<file path="src/rtl/lock_reg_bank_if.sv">
// Write request / response channel of the lock register bank.
// The master issues writes and consumes responses; the bank is the slave.
interface lock_reg_bank_if #(
    parameter int unsigned ADDR_W = 3,
    parameter int unsigned DATA_W = 32
) ();
    logic              wr_valid;
    logic              wr_ready;
    logic [ADDR_W-1:0] wr_addr;
    logic [DATA_W-1:0] wr_data;
    logic              rsp_valid;
    logic              rsp_ready;
    logic [1:0]        rsp_err;

    modport master (
        output wr_valid, wr_addr, wr_data, rsp_ready,
        input  wr_ready, rsp_valid, rsp_err
    );

    modport slave (
        input  wr_valid, wr_addr, wr_data, rsp_ready,
        output wr_ready, rsp_valid, rsp_err
    );
endinterface

</file>
<file path="src/rtl/lock_reg_bank.sv">
// Bank of security configuration registers with per-register lock modes
// (lock-gated, write-once, monotonic), sticky locks and a violation counter.
module lock_reg_bank #(
    parameter int unsigned          NUM_REGS = 8,
    parameter int unsigned          DATA_W   = 32,
    parameter logic [2*NUM_REGS-1:0] MODE    = '0,
    parameter logic [DATA_W-1:0]    RST_VAL  = '0,
    parameter int unsigned          CNT_W    = 8,
    localparam int unsigned         ADDR_W   = (NUM_REGS > 1) ? $clog2(NUM_REGS) : 1
) (
    input  logic                       i_clk,
    input  logic                       i_rst,
    lock_reg_bank_if.slave             io_bus,
    input  logic                       i_lock_set,
    input  logic [ADDR_W-1:0]          i_lock_idx,
    input  logic                       i_lock_all,
    output logic [NUM_REGS*DATA_W-1:0] o_reg_q,
    output logic [NUM_REGS-1:0]        o_lock_q,
    output logic [CNT_W-1:0]           o_viol_count,
    output logic                       o_viol_irq,
    input  logic                       i_viol_clr
);
    typedef enum logic [1:0] {StIdle, StCheck, StResp} state_e;

    localparam logic [1:0] ErrOk       = 2'b00;
    localparam logic [1:0] ErrLocked   = 2'b01;
    localparam logic [1:0] ErrRollback = 2'b10;
    localparam logic [1:0] ErrBadAddr  = 2'b11;

    state_e              r_state;
    state_e              w_state_next;
    logic [ADDR_W-1:0]   r_addr;
    logic [DATA_W-1:0]   r_data;
    logic [DATA_W-1:0]   r_regs [NUM_REGS];
    logic [NUM_REGS-1:0] r_lock;
    logic                r_lock_all;
    logic [1:0]          r_rsp_err;
    logic [CNT_W-1:0]    r_viol_count;
    logic                r_viol_irq;

    logic [NUM_REGS-1:0] w_lock_set_vec;
    logic [NUM_REGS-1:0] w_sel;
    logic [NUM_REGS-1:0] w_once_mode;
    logic [NUM_REGS-1:0] w_once_set;
    logic [DATA_W-1:0]   w_cur;
    logic                w_lock_eff;
    logic                w_mono;
    logic [1:0]          w_err;
    logic                w_commit;
    logic                w_viol;

    // Decode the captured address; lock requests arriving this cycle count toward the
    // effective lock so that locking always wins over a concurrent write.
    always_comb begin
        w_lock_set_vec = '0;
        w_sel          = '0;
        w_once_mode    = '0;
        w_cur          = '0;
        w_lock_eff     = 1'b0;
        w_mono         = 1'b0;
        for (int i = 0; i < int'(NUM_REGS); i++) begin
            w_once_mode[i] = (MODE[2*i +: 2] == 2'b01);
            if (i_lock_set && (int'(i_lock_idx) == i)) begin
                w_lock_set_vec[i] = 1'b1;
            end
            if (int'(r_addr) == i) begin
                w_sel[i]   = 1'b1;
                w_cur      = r_regs[i];
                w_lock_eff = r_lock[i] | r_lock_all | i_lock_all | w_lock_set_vec[i];
                w_mono     = (MODE[2*i +: 2] == 2'b10);
            end
        end
    end

    always_comb begin
        w_err = ErrOk;
        if (w_sel == '0) begin
            w_err = ErrBadAddr;
        end else if (w_lock_eff) begin
            w_err = ErrLocked;
        end else if (w_mono && (r_data < w_cur)) begin
            w_err = ErrRollback;
        end
    end

    assign w_commit   = (r_state == StCheck) && (w_err == ErrOk);
    assign w_viol     = (r_state == StCheck) && (w_err != ErrOk);
    assign w_once_set = w_once_mode & w_sel & {NUM_REGS{w_commit}};

    always_comb begin
        w_state_next = r_state;
        unique case (r_state)
            StIdle:  if (io_bus.wr_valid) w_state_next = StCheck;
            StCheck: w_state_next = StResp;
            StResp:  if (io_bus.rsp_ready) w_state_next = StIdle;
            default: w_state_next = StIdle;
        endcase
    end

    always_ff @(posedge i_clk) begin
        if (i_rst) begin
            r_state      <= StIdle;
            r_addr       <= '0;
            r_data       <= '0;
            r_lock       <= '0;
            r_lock_all   <= 1'b0;
            r_rsp_err    <= ErrOk;
            r_viol_count <= '0;
            r_viol_irq   <= 1'b0;
            for (int i = 0; i < int'(NUM_REGS); i++) begin
                r_regs[i] <= RST_VAL;
            end
        end else begin
            r_state <= w_state_next;
            if ((r_state == StIdle) && io_bus.wr_valid) begin
                r_addr <= io_bus.wr_addr;
                r_data <= io_bus.wr_data;
            end
            r_lock <= r_lock | w_lock_set_vec | w_once_set;
            if (i_lock_all) begin
                r_lock_all <= 1'b1;
            end
            if (r_state == StCheck) begin
                r_rsp_err <= w_err;
            end
            for (int i = 0; i < int'(NUM_REGS); i++) begin
                if (w_commit && w_sel[i]) begin
                    r_regs[i] <= r_data;
                end
            end
            // A violation in the same cycle as a clear keeps the interrupt set.
            if (w_viol) begin
                if (r_viol_count != '1) begin
                    r_viol_count <= r_viol_count + 1'b1;
                end
                r_viol_irq <= 1'b1;
            end else if (i_viol_clr) begin
                r_viol_irq <= 1'b0;
            end
        end
    end

    always_comb begin
        o_reg_q = '0;
        for (int i = 0; i < int'(NUM_REGS); i++) begin
            o_reg_q[i*DATA_W +: DATA_W] = r_regs[i];
        end
    end

    assign o_lock_q         = r_lock | {NUM_REGS{r_lock_all}};
    assign o_viol_count     = r_viol_count;
    assign o_viol_irq       = r_viol_irq;
    assign io_bus.wr_ready  = (r_state == StIdle);
    assign io_bus.rsp_valid = (r_state == StResp);
    assign io_bus.rsp_err   = r_rsp_err;
endmodule

</file>
<file path="src/flat_wrapper.sv">
// flat-port wrapper written by rule: the top's interface ports become plain ports
module lock_reg_bank_flat 
#(
    parameter int unsigned          NUM_REGS = 8,
    parameter int unsigned          DATA_W   = 32,
    parameter logic [2*NUM_REGS-1:0] MODE    = '0,
    parameter logic [DATA_W-1:0]    RST_VAL  = '0,
    parameter int unsigned          CNT_W    = 8,
    localparam int unsigned         ADDR_W   = (NUM_REGS > 1) ? $clog2(NUM_REGS) : 1
)
  (i_clk, i_rst, i_lock_set, i_lock_idx, i_lock_all, o_reg_q, o_lock_q, o_viol_count, o_viol_irq, i_viol_clr, io_bus_wr_valid, io_bus_wr_addr, io_bus_wr_data, io_bus_rsp_ready, io_bus_wr_ready, io_bus_rsp_valid, io_bus_rsp_err);
  lock_reg_bank_if #(.ADDR_W((3)), .DATA_W(DATA_W)) io_bus_i ();
  input  logic i_clk;
  input  logic i_rst;
  input  logic i_lock_set;
  input  logic [ADDR_W-1:0] i_lock_idx;
  input  logic i_lock_all;
  output logic [NUM_REGS*DATA_W-1:0] o_reg_q;
  output logic [NUM_REGS-1:0] o_lock_q;
  output logic [CNT_W-1:0] o_viol_count;
  output logic o_viol_irq;
  input  logic i_viol_clr;
  input wire logic [$bits(io_bus_i.wr_valid)-1:0] io_bus_wr_valid;
  input wire logic [$bits(io_bus_i.wr_addr)-1:0] io_bus_wr_addr;
  input wire logic [$bits(io_bus_i.wr_data)-1:0] io_bus_wr_data;
  input wire logic [$bits(io_bus_i.rsp_ready)-1:0] io_bus_rsp_ready;
  output wire logic [$bits(io_bus_i.wr_ready)-1:0] io_bus_wr_ready;
  output wire logic [$bits(io_bus_i.rsp_valid)-1:0] io_bus_rsp_valid;
  output wire logic [$bits(io_bus_i.rsp_err)-1:0] io_bus_rsp_err;
  assign io_bus_i.wr_valid = io_bus_wr_valid;
  assign io_bus_i.wr_addr = io_bus_wr_addr;
  assign io_bus_i.wr_data = io_bus_wr_data;
  assign io_bus_i.rsp_ready = io_bus_rsp_ready;
  assign io_bus_wr_ready = io_bus_i.wr_ready;
  assign io_bus_rsp_valid = io_bus_i.rsp_valid;
  assign io_bus_rsp_err = io_bus_i.rsp_err;
  lock_reg_bank #(.NUM_REGS(NUM_REGS), .DATA_W(DATA_W), .MODE(MODE), .RST_VAL(RST_VAL), .CNT_W(CNT_W)) u_core (.i_clk(i_clk), .i_rst(i_rst), .io_bus(io_bus_i), .i_lock_set(i_lock_set), .i_lock_idx(i_lock_idx), .i_lock_all(i_lock_all), .o_reg_q(o_reg_q), .o_lock_q(o_lock_q), .o_viol_count(o_viol_count), .o_viol_irq(o_viol_irq), .i_viol_clr(i_viol_clr));
endmodule
</file>
<file path="config.mk">
export PLATFORM = sky130hd
export DESIGN_NAME = lock_reg_bank_flat
export DESIGN_NICKNAME = d
export VERILOG_FILES = /design/src/rtl/lock_reg_bank_if.sv /design/src/rtl/lock_reg_bank.sv /design/src/flat_wrapper.sv
export SDC_FILE = /design/constraint.sdc
export NUM_CORES = 1
export LEC_CHECK = 0
export CAP_MARGIN = 40
export CORE_MARGIN = 5
export CORE_UTILIZATION = 50
export DETAILED_ROUTE_END_ITERATION = 10
export GPL_ROUTABILITY_DRIVEN = 0
export PLACE_DENSITY_LB_ADDON = 0.05
export SLEW_MARGIN = 20
export SYNTH_ARGS = -nofsm -noshare
export SYNTH_HDL_FRONTEND = slang
export SYNTH_SLANG_ARGS = --single-unit
</file>
<file path="constraint.sdc">
create_clock -name i_clk -period 6.3 [get_ports i_clk]
set_input_delay 1.26 -clock i_clk [delete_from_list [all_inputs] [get_ports i_clk]]
set_output_delay 1.26 -clock i_clk [all_outputs]
set_load 0.02 [all_outputs]
</file>
==> run_results.csv, run 1 <==
group,metric,value,unit
critical_path,worstSetupPathType,"in2reg",
floorplanning,die_area,25120,µm²
critical_path,path_max_fanout,33,
floorplanning,core,21760,µm²
detailed_routing,drc,0,
timing,setup_viol,0,
logic_synthesis,synth_nets,845,
logic_synthesis,synth_area,11020,µm²
timing,min_period,3.958,ns
min_path,hold_depth,2,
clocking,insertion_delay,0.54,ns
critical_path,r2r-end,"u_core.r_regs[1][56]$_SDFFCE_PN0P_",
floorplanning,dieWidth,158.5,µm
clocking,cts_buffer_depth,3,
critical_path,r2r_slack,3.13,ns
final_layout,drive_gt1_share,7.772,%
logic_synthesis,synth_seq_cells,313,
timing,rsz0062_at_grt,"false",
logic_synthesis,synthArstFlopShare,0,%
logic_synthesis,synthCells,799,
floorplanning,num_rows,54,
final_layout,final_cell_mix,"clkdlybuf4s50_1, edfxtp_1, nor2_1",
detailed_routing,met3WireLength,2.914,mm
detailed_routing,drt-pass1-iter-count,4,
detailed_routing,antenna_left,0,
critical_path,max_stage_delay,0.57,ns
detailed_routing,vias_per_cell,5.228,
final_layout,nNetsFinal,1180,
power_and_ir_drop,leakagePower,5.842,nW
global_routing,grt_usage,23.73,%
final_layout,layout_commonest_cell,"clkdlybuf4s50_1",
critical_path,r2r_start,"u_core.r_lock_all$_SDFFE_PP0P_",
clocking,clk_pin_slew,0.06,ns
detailed_routing,met2_length,15.08,mm
timing,hold_viol_final,0,
global_routing,grt_max_degree,34,
critical_path,cpMaxStageDelayCell,"clkdlybuf4s50_1",
min_path,min_path_type,"reg2reg",
logic_synthesis,postSynthAreaPerCell,13.80,µm²
global_routing,grt_pass1_wl,44.62,mm
final_layout,area_growth,43.08,%
detailed_routing,wirelength_met1,11.86,mm
power_and_ir_drop,p_per_area,293.9,nW/µm²
floorplanning,ios,322,
detailed_routing,drt-total-wl,30.72,mm
min_path,hold_path_end,"u_core.o_viol_irq$_SDFFE_PP0P_",
critical_path,cp.required,6.54,ns
critical_path,crit_family,"simple AND/OR/NAND/NOR gates",
run,max_cap_violations,0,
floorplanning,initial_utilization,50.67,%
critical_path,crit_arrival,4.20,ns
clocking,cts_root_buf,"clkbuf_16",
detailed_routing,dr.first_iter.drc_count,517,
global_routing,grt_overflow,0,
timing,maxSlewViolCount,0,
logic_synthesis,synth-main-ff-cell,"edfxtp_1",
final_layout,diodes,0,
clocking,ctsHoldBuffers,0,
global_routing,antenna_found_initial,1,
critical_path,crit_chain,"clkdlybuf4s50_1, and2b_1, a311oi_1, o22ai_1, nor2_1, nand2_2, nand2_2, buf_16",
timing,fin_hold_ws,0.4748,ns
critical_path,critPathBufInv,2,
timing,fin_crit_sh,62.83,%
critical_path,worst_setup_path_end_kind,"flop",
clocking,htreeDepth,1,
detailed_routing,num_vias,7518,
timing,worst_slew_pin_slew,0.8262,ns
logic_synthesis,seq_area_frac_synth,80.08,%
timing,setup_tns,0,ns
timing,max_freq,252.7,MHz
logic_synthesis,yosys_warnings,0,
logic_synthesis,synth_cell_types,51,
timing,slew_headroom,44.72,%
placement,hpwl,21.09,mm
clocking,cts.repair.resized,0,
global_routing,grt_pass1_vias,7334,
detailed_routing,top_layer,"met5",
run_status,outcome,"finished clean",
power_and_ir_drop,vdd_drop_max,212.3,µV
clocking,post-cts-setup-buffers,0,
floorplanning,die_height,158.5,µm
power_and_ir_drop,p_total,0.004636,W
min_path,min_from,"u_core.o_viol_irq$_SDFFE_PP0P_",
critical_path,startpoint_type,"primary input",
placement,numPortBuffers,321,
clocking,cts_buffers,31,
logic_synthesis,synth_enable_flop_cells,256,
critical_path,ff2ff_path_depth,7,
clocking,cts_tree,"yes",
critical_path,path_common_cell,"nand2_2",
detailed_routing,wl_per_cell,21.36,µm
timing,finClkSkew,0.006966,ns
clocking,clock_sinks,313,
-- flip-flops by register name (all words and copies together) (netlist names) --
name	flops
u_core.r_addr	3
u_core.r_state	2
u_core.o_viol_irq	1
u_core.r_data	32
u_core.io_bus.rsp_err	2
u_core.r_lock_all	1
u_core.r_lock	8
u_core.o_viol_count	8
u_core.r_regs	256
-- worst reg2reg max path, stage by stage (launching register included) --
cell and delay [ns]:
dfxtp_1 0.41, or2_1 0.33, a311oi_1 0.38, o22ai_1 0.14, nor2_1 0.28, nand2_2 0.52
nand2_2 0.55, buf_16 0.23
-- worst max-delay path by stage --
stage                  start                                  to  cells after the start
2_1_floorplan     i_lock_all   u_core.r_regs[0][0]$_SDFFCE_PN0P_                      7
3_3_place_gp      i_lock_all  u_core.r_regs[0][15]$_SDFFCE_PN0P_                      7
3_5_place_dp      i_lock_all   u_core.r_regs[0][9]$_SDFFCE_PN0P_                      7
4_1_cts           i_lock_all  u_core.r_regs[0][12]$_SDFFCE_PN0P_                      7
5_1_grt        i_lock_idx[0]  u_core.r_regs[1][43]$_SDFFCE_PN0P_                      8
6_report       i_lock_idx[0]  u_core.r_regs[1][56]$_SDFFCE_PN0P_                      8
-- routing by layer --
metal / vias up / track usage [%]
met1: 3703 / 30.32
met3: 48 / 6.687
li1: 3449 / -
met2: 316 / 40.22
met4: 2 / 6.418
met5: - / 0
-- synthesized netlist by cell type (2+ instances only) --
library cell / instances / area share, %
edfxtp_1: 256 / 70
nor2_1: 244 / 8.3
dfxtp_1: 57 / 10
nand2_1: 48 / 1.6
a21oi_1: 40 / 1.8
inv_1: 36 / 1.2
clkbuf_1: 25 / 0.85
nand3_1: 9 / 0.41
or2_2: 9 / 0.51
buf_2: 7 / 0.32
nor2b_1: 6 / 0.34
o31ai_1: 5 / 0.34
mux2i_1: 4 / 0.36
or4_1: 4 / 0.27
a31oi_1: 3 / 0.17
nand2b_1: 3 / 0.17
a311oi_1: 2 / 0.16
a41o_1: 2 / 0.18
and2_1: 2 / 0.11
and3_1: 2 / 0.11
nand3b_1: 2 / 0.14
o21ai_0: 2 / 0.091
o41ai_1: 2 / 0.16
or4b_1: 2 / 0.18
-- cell type report --
cell class / count / area, µm²
Clock inverter: 10 / 80.08
Sequential cell: 313 / 8828
Inverter: 37 / 138.9
Fill cell: 1533 / 5982
Clock buffer: 47 / 885.9
Tap cell: 280 / 350.3
Multi-Input combinational cell: 414 / 1954
Timing Repair Buffer: 337 / 3536
-- kinds of logic after synthesis --
| family | count (synthesis) | synth area share, % |
|---|---|---|
| AOI/OAI and AO/OA | 65 | 3.655 |
| adders and majority gates | 1 | 0.1135 |
| buffers and inverters | 72 | 2.633 |
| DFF | 313 | 80.08 |
| muxes | 5 | 0.4994 |
| and+or+nand+nor | 343 | 13.02 |
-- per-stage QoR --
stage | instances | utilization [%] | setup slack [ns] | instance area, µm²
finish | 1438 | 72.50 | 2.342 | 15770
global placement | 1369 | 66.72 | 1.508 | 14520
detailed placement | 1377 | 67.66 | 1.385 | 14720
global route | 1438 | 72.50 | 2.170 | 15770
floorplan | 799 | - | 2.546 | 11020
CTS | 1434 | 72.10 | 1.938 | 15690
-- power by group --
group	switching [W]	internal, W
clock network	0.000744	0.00100
registers	0.0000379	0.00234
logic	0.000299	0.000209
Power figures use the tool's default switching activity.
==> run 2: changes to the inputs <==
- CORE_UTILIZATION: 50 -> 43
- clock period: 6.3 -> 3.2 ns (I/O delays scaled with it)
==> run 2 against run 1 <==
Effect of this change: hold slack worse by 0.016 ns; largest power group unchanged; sequential share of layout area down 0.87 points; core utilization down 8.9 points; worst setup slack worse by 1.7 ns; non-clock buffer count up 14; die area up 15%; via count down 0.51%; highest routed layer unchanged; sequential power up 97%; wire length up 3.3%; global-route usage down 2.3 points; clock skew up 0.0033 ns; critical endpoint is now u_core.r_regs[1][112]$_DFFE_PP_; register-to-register slack worse by 2.4 ns.
==> run_results.csv, run 2 (synthesized netlist as in run 1, its figures left out) <==
group,metric,value,unit
min_path,hold_depth,2,
floorplanning,die_height,170.1,µm
detailed_routing,wl_per_cell,21.13,µm
timing,rsz0062_at_grt,"false",
min_path,min_from,"u_core.io_bus.rsp_err[0]$_SDFFE_PP0N_",
power_and_ir_drop,vdd_drop_max,368.6,µV
clocking,cts_buffer_depth,3,
critical_path,cp.required,3.44,ns
detailed_routing,drt-pass1-iter-count,4,
final_layout,regMostFlops,"u_core.r_regs",
global_routing,grt_overflow,0,
critical_path,r2r_slack,0.74,ns
global_routing,grt_pass1_vias,7553,
final_layout,layout_commonest_cell,"clkdlybuf4s50_1",
critical_path,r2r_start,"u_core.r_addr[1]$_SDFFE_PP0P_",
floorplanning,core,25180,µm²
floorplanning,initial_utilization,43.78,%
timing,worst_slew_pin_slew,0.6258,ns
detailed_routing,dr.first_iter.drc_count,407,
global_routing,grt_max_degree,35,
detailed_routing,num_vias,7480,
global_routing,grt_pass1_wl,46.96,mm
clocking,insertion_delay,0.54,ns
timing,fin_crit_sh,80.62,%
timing,min_period,2.580,ns
run,max_cap_violations,0,
global_routing,grt_usage,21.39,%
critical_path,worstSetupPathType,"in2reg",
run_status,outcome,"finished clean",
critical_path,ff2ff_path_depth,7,
detailed_routing,drt-total-wl,31.74,mm
final_layout,top_regs,"u_core.r_regs (256), u_core.r_data (32)",
global_routing,use_met3,6.039,%
timing,maxSlewViolCount,0,
global_routing,grt.busiest_layer,"met2",
floorplanning,dieWidth,170.1,µm
detailed_routing,vias_per_cell,4.980,
placement,hpwl,22.09,mm
detailed_routing,drc,0,
timing,setup_tns,0,ns
clocking,ctsHoldBuffers,0,
clocking,cts_root_buf,"clkbuf_16",
power_and_ir_drop,p_total,0.009449,W
timing,hold_viol_final,0,
final_layout,diodes,0,
power_and_ir_drop,leakagePower,5.951,nW
final_layout,nNetsFinal,1194,
clocking,cts_buffers,31,
critical_path,path_max_fanout,16,
clocking,htreeDepth,1,
critical_path,startpoint_type,"primary input",
timing,fin_hold_ws,0.4592,ns
critical_path,worst_setup_path_end_kind,"flop",
global_routing,grt_use_met1,28.15,%
clocking,cts_tree,"yes",
floorplanning,die_area,28940,µm²
clocking,cts.repair.resized,0,
timing,slew_headroom,58.00,%
critical_path,r2r-end,"u_core.r_regs[0][32]$_SDFFCE_PN0P_",
final_layout,area_growth,45.33,%
min_path,min_path_type,"reg2reg",
min_path,hold_path_end,"u_core.io_bus.rsp_err[0]$_SDFFE_PP0N_",
floorplanning,num_rows,58,
clocking,clock_sinks,313,
detailed_routing,antenna_left,0,
timing,setup_viol,0,
power_and_ir_drop,p_per_area,589.7,nW/µm²
placement,placedCellCount,1445,
global_routing,grtUsageMet2,34.94,%
floorplanning,ios,322,
global_routing,antenna_found_initial,1,
final_layout,largest_reg_flops,256,
clocking,post-cts-setup-buffers,0,
final_layout,final_cell_mix,"clkdlybuf4s50_1, edfxtp_1, nor2_1",
final_layout,fin_cells,1502,
timing,max_freq,387.6,MHz
critical_path,crit_arrival,2.82,ns
timing,finClkSkew,0.01028,ns
final_layout,drive_gt1_share,9.642,%
clocking,clk_pin_slew,0.06,ns
placement,numPortBuffers,321,
-- run 2: changes by cell type in the layout (fill, tap and decap cells not counted) --
cell,delta
buf_4,+12
buf_12,+8
clkbuf_1,-8
buf_16,-6
bufinv_16,+4
clkinv_2,+4
clkbuf_8,-3
clkinv_4,+3
clkinv_1,-1
inv_6,+1
-- run 2: worst max-delay path by stage --
stage | start | to | slack, ns | cells past startpoint
floorplan | i_lock_all | u_core.r_regs[0][0]$_SDFFCE_PN0P_ | 0.07 | 7
detailed placement | i_lock_all | u_core.r_regs[0][62]$_SDFFCE_PN0P_ | 0.11 | 8
finish | i_lock_idx[0] | u_core.r_regs[1][112]$_DFFE_PP_ | 0.62 | 8
global route | i_lock_idx[2] | u_core.r_regs[0][121]$_SDFFCE_PN0P_ | 0.54 | 8
global placement | i_lock_idx[0] | u_core.r_regs[1][81]$_DFFE_PP_ | 0.13 | 9
CTS | i_lock_idx[0] | u_core.r_regs[1][112]$_DFFE_PP_ | 0.68 | 8
-- run 2: metal layers --
| layer | routed length, µm | up-vias |
|---|---|---|
| met5 | 20 | - |
| met4 | 959 | 2 |
| met3 | 2856 | 55 |
| met2 | 14970 | 313 |
| met1 | 12940 | 3631 |
| li1 | - | 3479 |
-- run 2: per-stage QoR --
step           utilization [%]  setup WS (ns)  instance area, µm²
4_1_cts                  63.62         0.6761               16020
6_report                 63.62         0.6200               16020
5_1_grt                  63.62         0.5369               16020
3_5_place_dp             59.39         0.1052               14960
3_3_place_gp             59.28         0.1304               14930
2_1_floorplan                -        0.06605               11020
-- run 2: area by class of cell --
| class | count | area (µm²) |
|---|---|---|
| clock inverter | 21 | 251.5 |
| fill | 1927 | 9160 |
| tap | 330 | 412.9 |
| timing repair buffer | 351 | 3621 |
| clock buffer | 36 | 814.5 |
| inverter | 37 | 138.9 |
| multi-input combinational | 414 | 1954 |
| sequential | 313 | 8828 |
-- run 2: critical path, cell delays in order --
cell,delay [ns]
clkdlybuf4s50_1,0.58
and2b_1,0.24
a311oi_1,0.39
o22ai_1,0.15
nor2_1,0.20
buf_4,0.16
a41o_2,0.25
buf_12,0.18
-- run 2: power breakdown --
part | internal (W) | switching, W
registers | 0.00461 | 0.0000706
clock network | 0.00223 | 0.00152
logic | 0.000420 | 0.000597
==> run 3: changes to the inputs <==
- CORE_UTILIZATION: 43 -> 47
- clock period: 3.2 -> 2.6 ns (I/O delays scaled with it)
==> run 3 against run 2 <==
Effect of this change: cell count rose by 0.67%; global-route usage up 1.9 points; wire length fell by 1.4%; non-clock buffer count increased by 22.
==> run_results.csv, run 3 (synthesized netlist as in run 1, its figures left out) <==
group,metric,value,unit
run_status,outcome,"finished clean",
final_layout,fin_area,16350,µm²
timing,hold_viol_final,0,
critical_path,worstSetupPathType,"reg2out",
floorplanning,core,23260,µm²
global_routing,grt_usage,23.25,%
global_routing,grt_pass1_vias,7584,
detailed_routing,num_vias,7560,
floorplanning,initial_utilization,47.39,%
final_layout,largest_reg_flops,256,
critical_path,startpoint_type,"flop",
final_layout,final_cell_mix,"clkdlybuf4s50_1, edfxtp_1, nor2_1",
critical_path,startpoint,"u_core.r_state[1]$_SDFFE_PP0P_",
min_path,hold_path_end,"u_core.io_bus.rsp_err[0]$_SDFFE_PP0N_",
floorplanning,die_area,26620,µm²
floorplanning,die_height,163.2,µm
critical_path,crit_arrival,1.90,ns
timing,max_freq,413.4,MHz
timing,worst_slew_pin_slew,0.6026,ns
global_routing,grt_pass1_wl,46.64,mm
placement,dpl_cell_area,15250,µm²
detailed_routing,drt-pass1-iter-count,5,
power_and_ir_drop,leakagePower,6.120,nW
global_routing,antenna_found_initial,1,
detailed_routing,drc,0,
detailed_routing,wl_per_cell,20.71,µm
clocking,cts_tree,"yes",
placement,numPortBuffers,321,
final_layout,diodes,0,
final_layout,regMostFlops,"u_core.r_regs",
clocking,cts_root_buf,"clkbuf_16",
detailed_routing,drt-total-wl,31.31,mm
final_layout,nNetsFinal,1215,
detailed_routing,vias_per_cell,5.000,
clocking,insertion_delay,0.56,ns
clocking,htreeDepth,1,
timing,rsz0062_at_grt,"false",
final_layout,top_regs,"u_core.r_regs (256), u_core.r_data (32)",
timing,min_period,2.419,ns
clocking,clock_sinks,313,
critical_path,path_max_fanout,4,
final_layout,drive_gt1_share,11.32,%
clocking,ctsHoldBuffers,0,
final_layout,final_util,70.30,%
placement,hpwl,22.12,mm
min_path,min_from,"u_core.io_bus.rsp_err[0]$_SDFFE_PP0N_",
run,max_cap_violations,0,
min_path,min_path_type,"reg2reg",
final_layout,area_growth,48.34,%
critical_path,cp.required,2.08,ns
timing,fin_crit_sh,93.03,%
timing,slew_headroom,59.56,%
global_routing,grt_max_degree,33,
power_and_ir_drop,vdd_drop_max,514.8,µV
final_layout,layout_commonest_cell,"clkdlybuf4s50_1",
critical_path,ff2ff_path_depth,7,
timing,maxSlewViolCount,0,
critical_path,r2r_slack,0.22,ns
detailed_routing,antenna_left,0,
timing,finClkSkew,0.008271,ns
clocking,clk_pin_slew,0.06,ns
min_path,hold_depth,2,
clocking,cts_buffer_depth,3,
critical_path,worst_setup_path_end_kind,"output pin",
floorplanning,num_rows,56,
critical_path,r2r-end,"u_core.r_regs[0][104]$_SDFFCE_PN0P_",
clocking,post-cts-setup-buffers,0,
detailed_routing,dr.first_iter.drc_count,481,
power_and_ir_drop,p_per_area,725.8,nW/µm²
critical_path,r2r_start,"u_core.r_lock_all$_SDFFE_PP0P_",
global_routing,grt_overflow,0,
floorplanning,dieWidth,163.2,µm
clocking,cts_buffers,30,
timing,setup_viol,0,
clocking,cts.repair.resized,0,
floorplanning,ios,322,
[run 3: worst max-delay path by stage]
stage                                                to  slack [ns]
floorplan             u_core.r_regs[0][0]$_SDFFCE_PN0P_        0.04
global placement    u_core.r_regs[0][106]$_SDFFCE_PN0P_       -0.28
detailed placement  u_core.r_regs[0][106]$_SDFFCE_PN0P_       -0.34
CTS                                     io_bus_wr_ready        0.13
global route                            io_bus_wr_ready        0.08
finish                                  io_bus_wr_ready        0.18
[run 3: per-layer routing]
layer | share of wire, % | global-route usage [%]
met5 | 0.035 | 0
met2 | 50 | 39.55
met4 | 2.3 | 5.795
met1 | 38 | 29.74
met3 | 9.2 | 6.535
[run 3: power breakdown]
part / switching (W) / total (W) / internal [W]
sequential: 0.0000882 / 0.00576 / 0.00567
combinational: 0.000744 / 0.00131 / 0.000566
clock: 0.00188 / 0.00480 / 0.00291
[run 3: through the flow]
step	total power (W)	instances	setup TNS (ns)	hold WS, ns	setup WS (ns)
3_5_place_dp	0.007188	1456	-97.76	0.4462	-0.3409
3_3_place_gp	0.007170	1456	-73.58	0.4426	-0.2802
4_1_cts	0.01196	1512	0	0.4552	0.1325
6_report	0.01187	1512	0	0.4516	0.1811
5_1_grt	0.01227	1512	0	0.4890	0.07503
2_1_floorplan	0.006422	799	0	0.4394	0.04114
[run 3: worst max-delay path: stages, from the launching register on]
cell,delay (ns)
dfxtp_1,0.33
nor2_1,0.32
clkdlybuf4s50_1,0.70
[run 3: cell type report]
type | count | area (µm²)
Clock buffer | 31 | 754.5
Clock inverter | 25 | 349.1
Fill cell | 1668 | 6909
Inverter | 37 | 138.9
Multi-Input combinational cell | 414 | 1979
Sequential cell | 313 | 8828
Tap cell | 319 | 399.1
Timing Repair Buffer | 373 | 3904
==> patch 1 (flow settings as in run 2) <==
`CNT_W` is set to 8 in 2 places; all go to 12.
--- a/src/rtl/lock_reg_bank.sv
+++ b/src/rtl/lock_reg_bank.sv
@@ -6,5 +6,5 @@
     parameter logic [2*NUM_REGS-1:0] MODE    = '0,
     parameter logic [DATA_W-1:0]    RST_VAL  = '0,
-    parameter int unsigned          CNT_W    = 8,
+    parameter int unsigned          CNT_W    = 12,
     localparam int unsigned         ADDR_W   = (NUM_REGS > 1) ? $clog2(NUM_REGS) : 1
 ) (
--- a/src/flat_wrapper.sv
+++ b/src/flat_wrapper.sv
@@ -6,5 +6,5 @@
     parameter logic [2*NUM_REGS-1:0] MODE    = '0,
     parameter logic [DATA_W-1:0]    RST_VAL  = '0,
-    parameter int unsigned          CNT_W    = 8,
+    parameter int unsigned          CNT_W    = 12,
     localparam int unsigned         ADDR_W   = (NUM_REGS > 1) ? $clog2(NUM_REGS) : 1
 )
Ports: changed (resized o_viol_count); port bits go from 322 to 326. No check against the original RTL was run, so the function may have changed too.
==> patch 1 against run 2 <==
- routed wire length increased by 3.3%
- sequential share of layout area decreased by 1.0 points
- critical path depth up 2
- final area is 2.8% higher
- non-clock buffer count is 16 higher
- setup slack lost 0.35 ns
- sequential cell count is 4 higher
- area after synthesis is 4.8% higher
- clock skew is 0.0012 ns higher
- utilization decreased by 2.0 points
- power fell by 0.73%
- first-iteration DRC count increased by 24%
==> patch 1: results <==
[yosys]
synthTopCellsByArea = "edfxtp_1 (67%), dfxtp_1 (11%), nor2_1 (7.0%)"
netlist_instances = 862
yosysSeqAreaShare_pct = 77.1

[routing]
wire_per_inst_um = 21.1
maxUsedRoutingLayer = "met4"
wl_met2_mm = 15.9
wl_met3_mm = 2.63
drt_iter0_drc = 505
drt-met1-wl_mm = 13.5

[layout]
antenna_cells = 4
seq_area_um2 = 8910
buffers_excl_clock = 367
fill_cells = 2129
design.seq.count = 317
clockBufferCount = 45
nets = 1235
inverters_excl_clock = 36

[global_route]
antenna_found_initial = 4
grt_pass1_wl_mm = 48.4
grt_use_met1_pct = 27.3
grt_max_degree = 43

[place]
dp.cells = 1497
hpwlAfterDp_mm = 22.9

[power_and_ir_drop]
intPower_mw = 7.23
p_clk_share_pct = 38.3

[setup_path]
cpPeakStageDelay_ns = 0.52
crit_fanout = 30

[run_status]
outcome = "completed"

[timing]
slew_headroom_pct = 53.0
## patch 1: cells by family after synthesis
| group | count (synthesis) | share of synthesized area (%) |
|---|---|---|
| simple gates | 362 | 15.1 |
| compound gates | 69 | 3.51 |
| buf+inv | 109 | 3.79 |
| fa+ha+maj | 1 | 0.108 |
| flops | 317 | 77.1 |
| mux | 4 | 0.357 |
## patch 1: worst paths after layout
check,from,cells after the start,slack (ns),endpoint
worst min-delay path,u_core.io_bus.rsp_err[0]$_SDFFE_PP0N_,2,0.47,u_core.io_bus.rsp_err[0]$_SDFFE_PP0N_
worst min register to register,u_core.io_bus.rsp_err[0]$_SDFFE_PP0N_,2,0.47,u_core.io_bus.rsp_err[0]$_SDFFE_PP0N_
worst max-delay path,i_lock_idx[1],10,0.27,u_core.r_regs[0][21]$_SDFFCE_PN0P_
worst max register to register,u_core.r_lock_all$_SDFFE_PP0P_,8,0.46,u_core.r_regs[0][21]$_SDFFCE_PN0P_
==> patch 2 (settings of run 2) <==
Without the edit above. Reset style: asynchronous (`i_rst`), changed in one clocked block.
--- a/src/rtl/lock_reg_bank.sv
+++ b/src/rtl/lock_reg_bank.sv
@@ -98,5 +98,5 @@
     end
 
-    always_ff @(posedge i_clk) begin
+    always_ff @(posedge i_clk or posedge i_rst) begin
         if (i_rst) begin
             r_state      <= StIdle;
Check against the original RTL: differs if i_rst is asserted again (counterexample within 4 cycles, from zero or initial values and one cycle with i_rst high); with i_rst held inactive, the same outputs for 4 cycles.
==> patch 2 against run 2 <==
- sequential cell count unchanged
- global-route usage decreased by 1.1 points
- area after synthesis increased by 9.5%
- final area increased by 8.2%
- non-clock buffer count increased by 20
- setup slack got worse by 0.25 ns
- routed wire length increased by 1.0%
- critical path type unchanged
Power is not compared: it rests on default switching activity, and its combinational part moved more than twofold at a synthesized area within 25%.
==> patch 2: results <==
[run_status]
outcome = "completed"

[worst_hold_path]
hp-class = "input pin to asynchronous set/reset pin"

[yosys]
synth_compound_area_share_pct = 1.37
synth_warnings = 0
ys_types = 45
yosysSeqAreaShare_pct = 64.9
async_flop_share_pct = 100
synth_xor_area_share_pct = 0.508
yosys.area_share.adder_pct = 0.104
synth.top_cells.by_count = "dfrtp_1 (313), mux2_2 (166), mux2_1 (123)"
synthTopCellsByArea = "dfrtp_1 (65%), mux2_2 (15%), mux2_1 (11%)"
synth-main-ff-cell = "dfrtp_1"
syn_nets = 784

[setup_path]
r2r-start = "u_core.r_addr[1]$_DFFE_PP0P_"
slowest_stage = "or4_4"
regToRegSetupSlack_ns = 0.40
r2r_end = "u_core.o_reg_q[15]$_DFFE_PP0P_"
crit_arrival_ns = 3.21
worst-r2r-cell-count = 7
cp-startpoint = "i_lock_all"
crit_fanout = 12
cpPeakStageDelay_ns = 0.67
crit_family = "simple AND/OR/NAND/NOR gates"

[global_route]
track_usage_pct = 20.3
grt_max_degree = 57
use_met2_pct = 33.0
grt_pass1_vias = 8030
grt_use_met1_pct = 26.9
antenna_found_initial = 2
grt_pass1_wl_mm = 49.3

[power_and_ir_drop]
vdd_drop_max_uv = 762

[routing]
wire_per_inst_um = 21.1
drt_iter0_drc = 334
via_count = 7559

[cts]
h-tree-depth = 2
postCtsSetupBuffers = 0
clk_latency_ns = 0.51
cts_made_buffers = 35

[place]
dp_slack_ns = -0.159
hpwlAfterDp_mm = 22.6

[layout]
nets = 1159

[timing]
max_freq_ghz = 0.354
skew_ns = 0.0186
## patch 2: cell count changes after synthesis, sizes merged, moves of 41 or more
cell,run 2,this run
dfxtp,57,0
dfrtp,0,313
mux2,1,289
nand2,49,8
nor2,245,11
edfxtp,256,0
## patch 2: worst min path at each step
stage                                          from                              endpoint  slack [ns]  depth (start not counted)
6_report                                      i_rst        u_core.o_reg_q[44]$_DFFE_PP0P_        0.39                          2
5_1_grt                                       i_rst        u_core.o_reg_q[44]$_DFFE_PP0P_        0.37                          2
4_1_cts              u_core.o_reg_q[13]$_DFFE_PP0P_        u_core.o_reg_q[13]$_DFFE_PP0P_        0.49                          1
3_5_place_dp   u_core.io_bus.rsp_err[0]$_DFFE_PP0N_  u_core.io_bus.rsp_err[0]$_DFFE_PP0N_        0.47                          2
3_3_place_gp   u_core.io_bus.rsp_err[0]$_DFFE_PP0N_  u_core.io_bus.rsp_err[0]$_DFFE_PP0N_        0.46                          2
2_1_floorplan            u_core.r_lock[7]$_DFF_PP0_            u_core.r_lock[7]$_DFF_PP0_        0.43                          2
## patch 2: logic make-up after synthesis
| group | count (synthesis) |
|---|---|
| buffers and inverters | 40 |
| xor gates and xnor gates | 7 |
| DFF | 313 |
| and+or+nand+nor | 68 |
| adders and majority gates | 1 |
| AOI/OAI and AO/OA | 20 |
| muxes | 289 |
## patch 2: report_power, final
group | leakage (nW) | internal (mW) | total, mW | switching [mW]
clock network | 0.603 | 2.60 | 4.16 | 1.57
logic | 3.33 | 3.02 | 5.85 | 2.83
registers | 4.07 | 5.28 | 6.45 | 1.17
total | 8.01 | 10.9 | 16.5 | 5.56
## patch 2: worst register-to-register path: stages (launching register included)
cell and delay, ns:
dfrtp_1 0.45, or2_2 0.42, nor4_1 0.29, nor3_1 0.12, or4_4 0.67, nor2_8 0.19, buf_12 0.18, mux2_2 0.36
## patch 2: per-stage QoR
stage | total power, mW | TNS (ns) | cells | instance area, µm²
floorplan | 9.16 | -503.58 | 738 | 12100
global placement | 12.4 | -18.76 | 1453 | 16100
detailed placement | 12.4 | -22.02 | 1453 | 16100
CTS | 16.7 | 0 | 1515 | 17300
global route | 17.3 | 0 | 1516 | 17300
finish | 16.5 | 0 | 1516 | 17300
## patch 2: area by class of cell
cell class	count	share of cell area [%]
Sequential cell	313	45.2
Multi-Input combinational cell	385	22.9
Timing Repair Buffer	371	21.9
Clock buffer	51	6.04
Tap cell	378	2.73
Clock inverter	11	0.982
Inverter	7	0.173
## patch 2: metal layers
| metal | part of all wire (%) | up-vias |
|---|---|---|
| li1 | - | 3395 |
| met1 | 43 | 3889 |
| met2 | 48 | 219 |
| met3 | 7.2 | 52 |
| met4 | 2.0 | 4 |
| met5 | 0.066 | - |
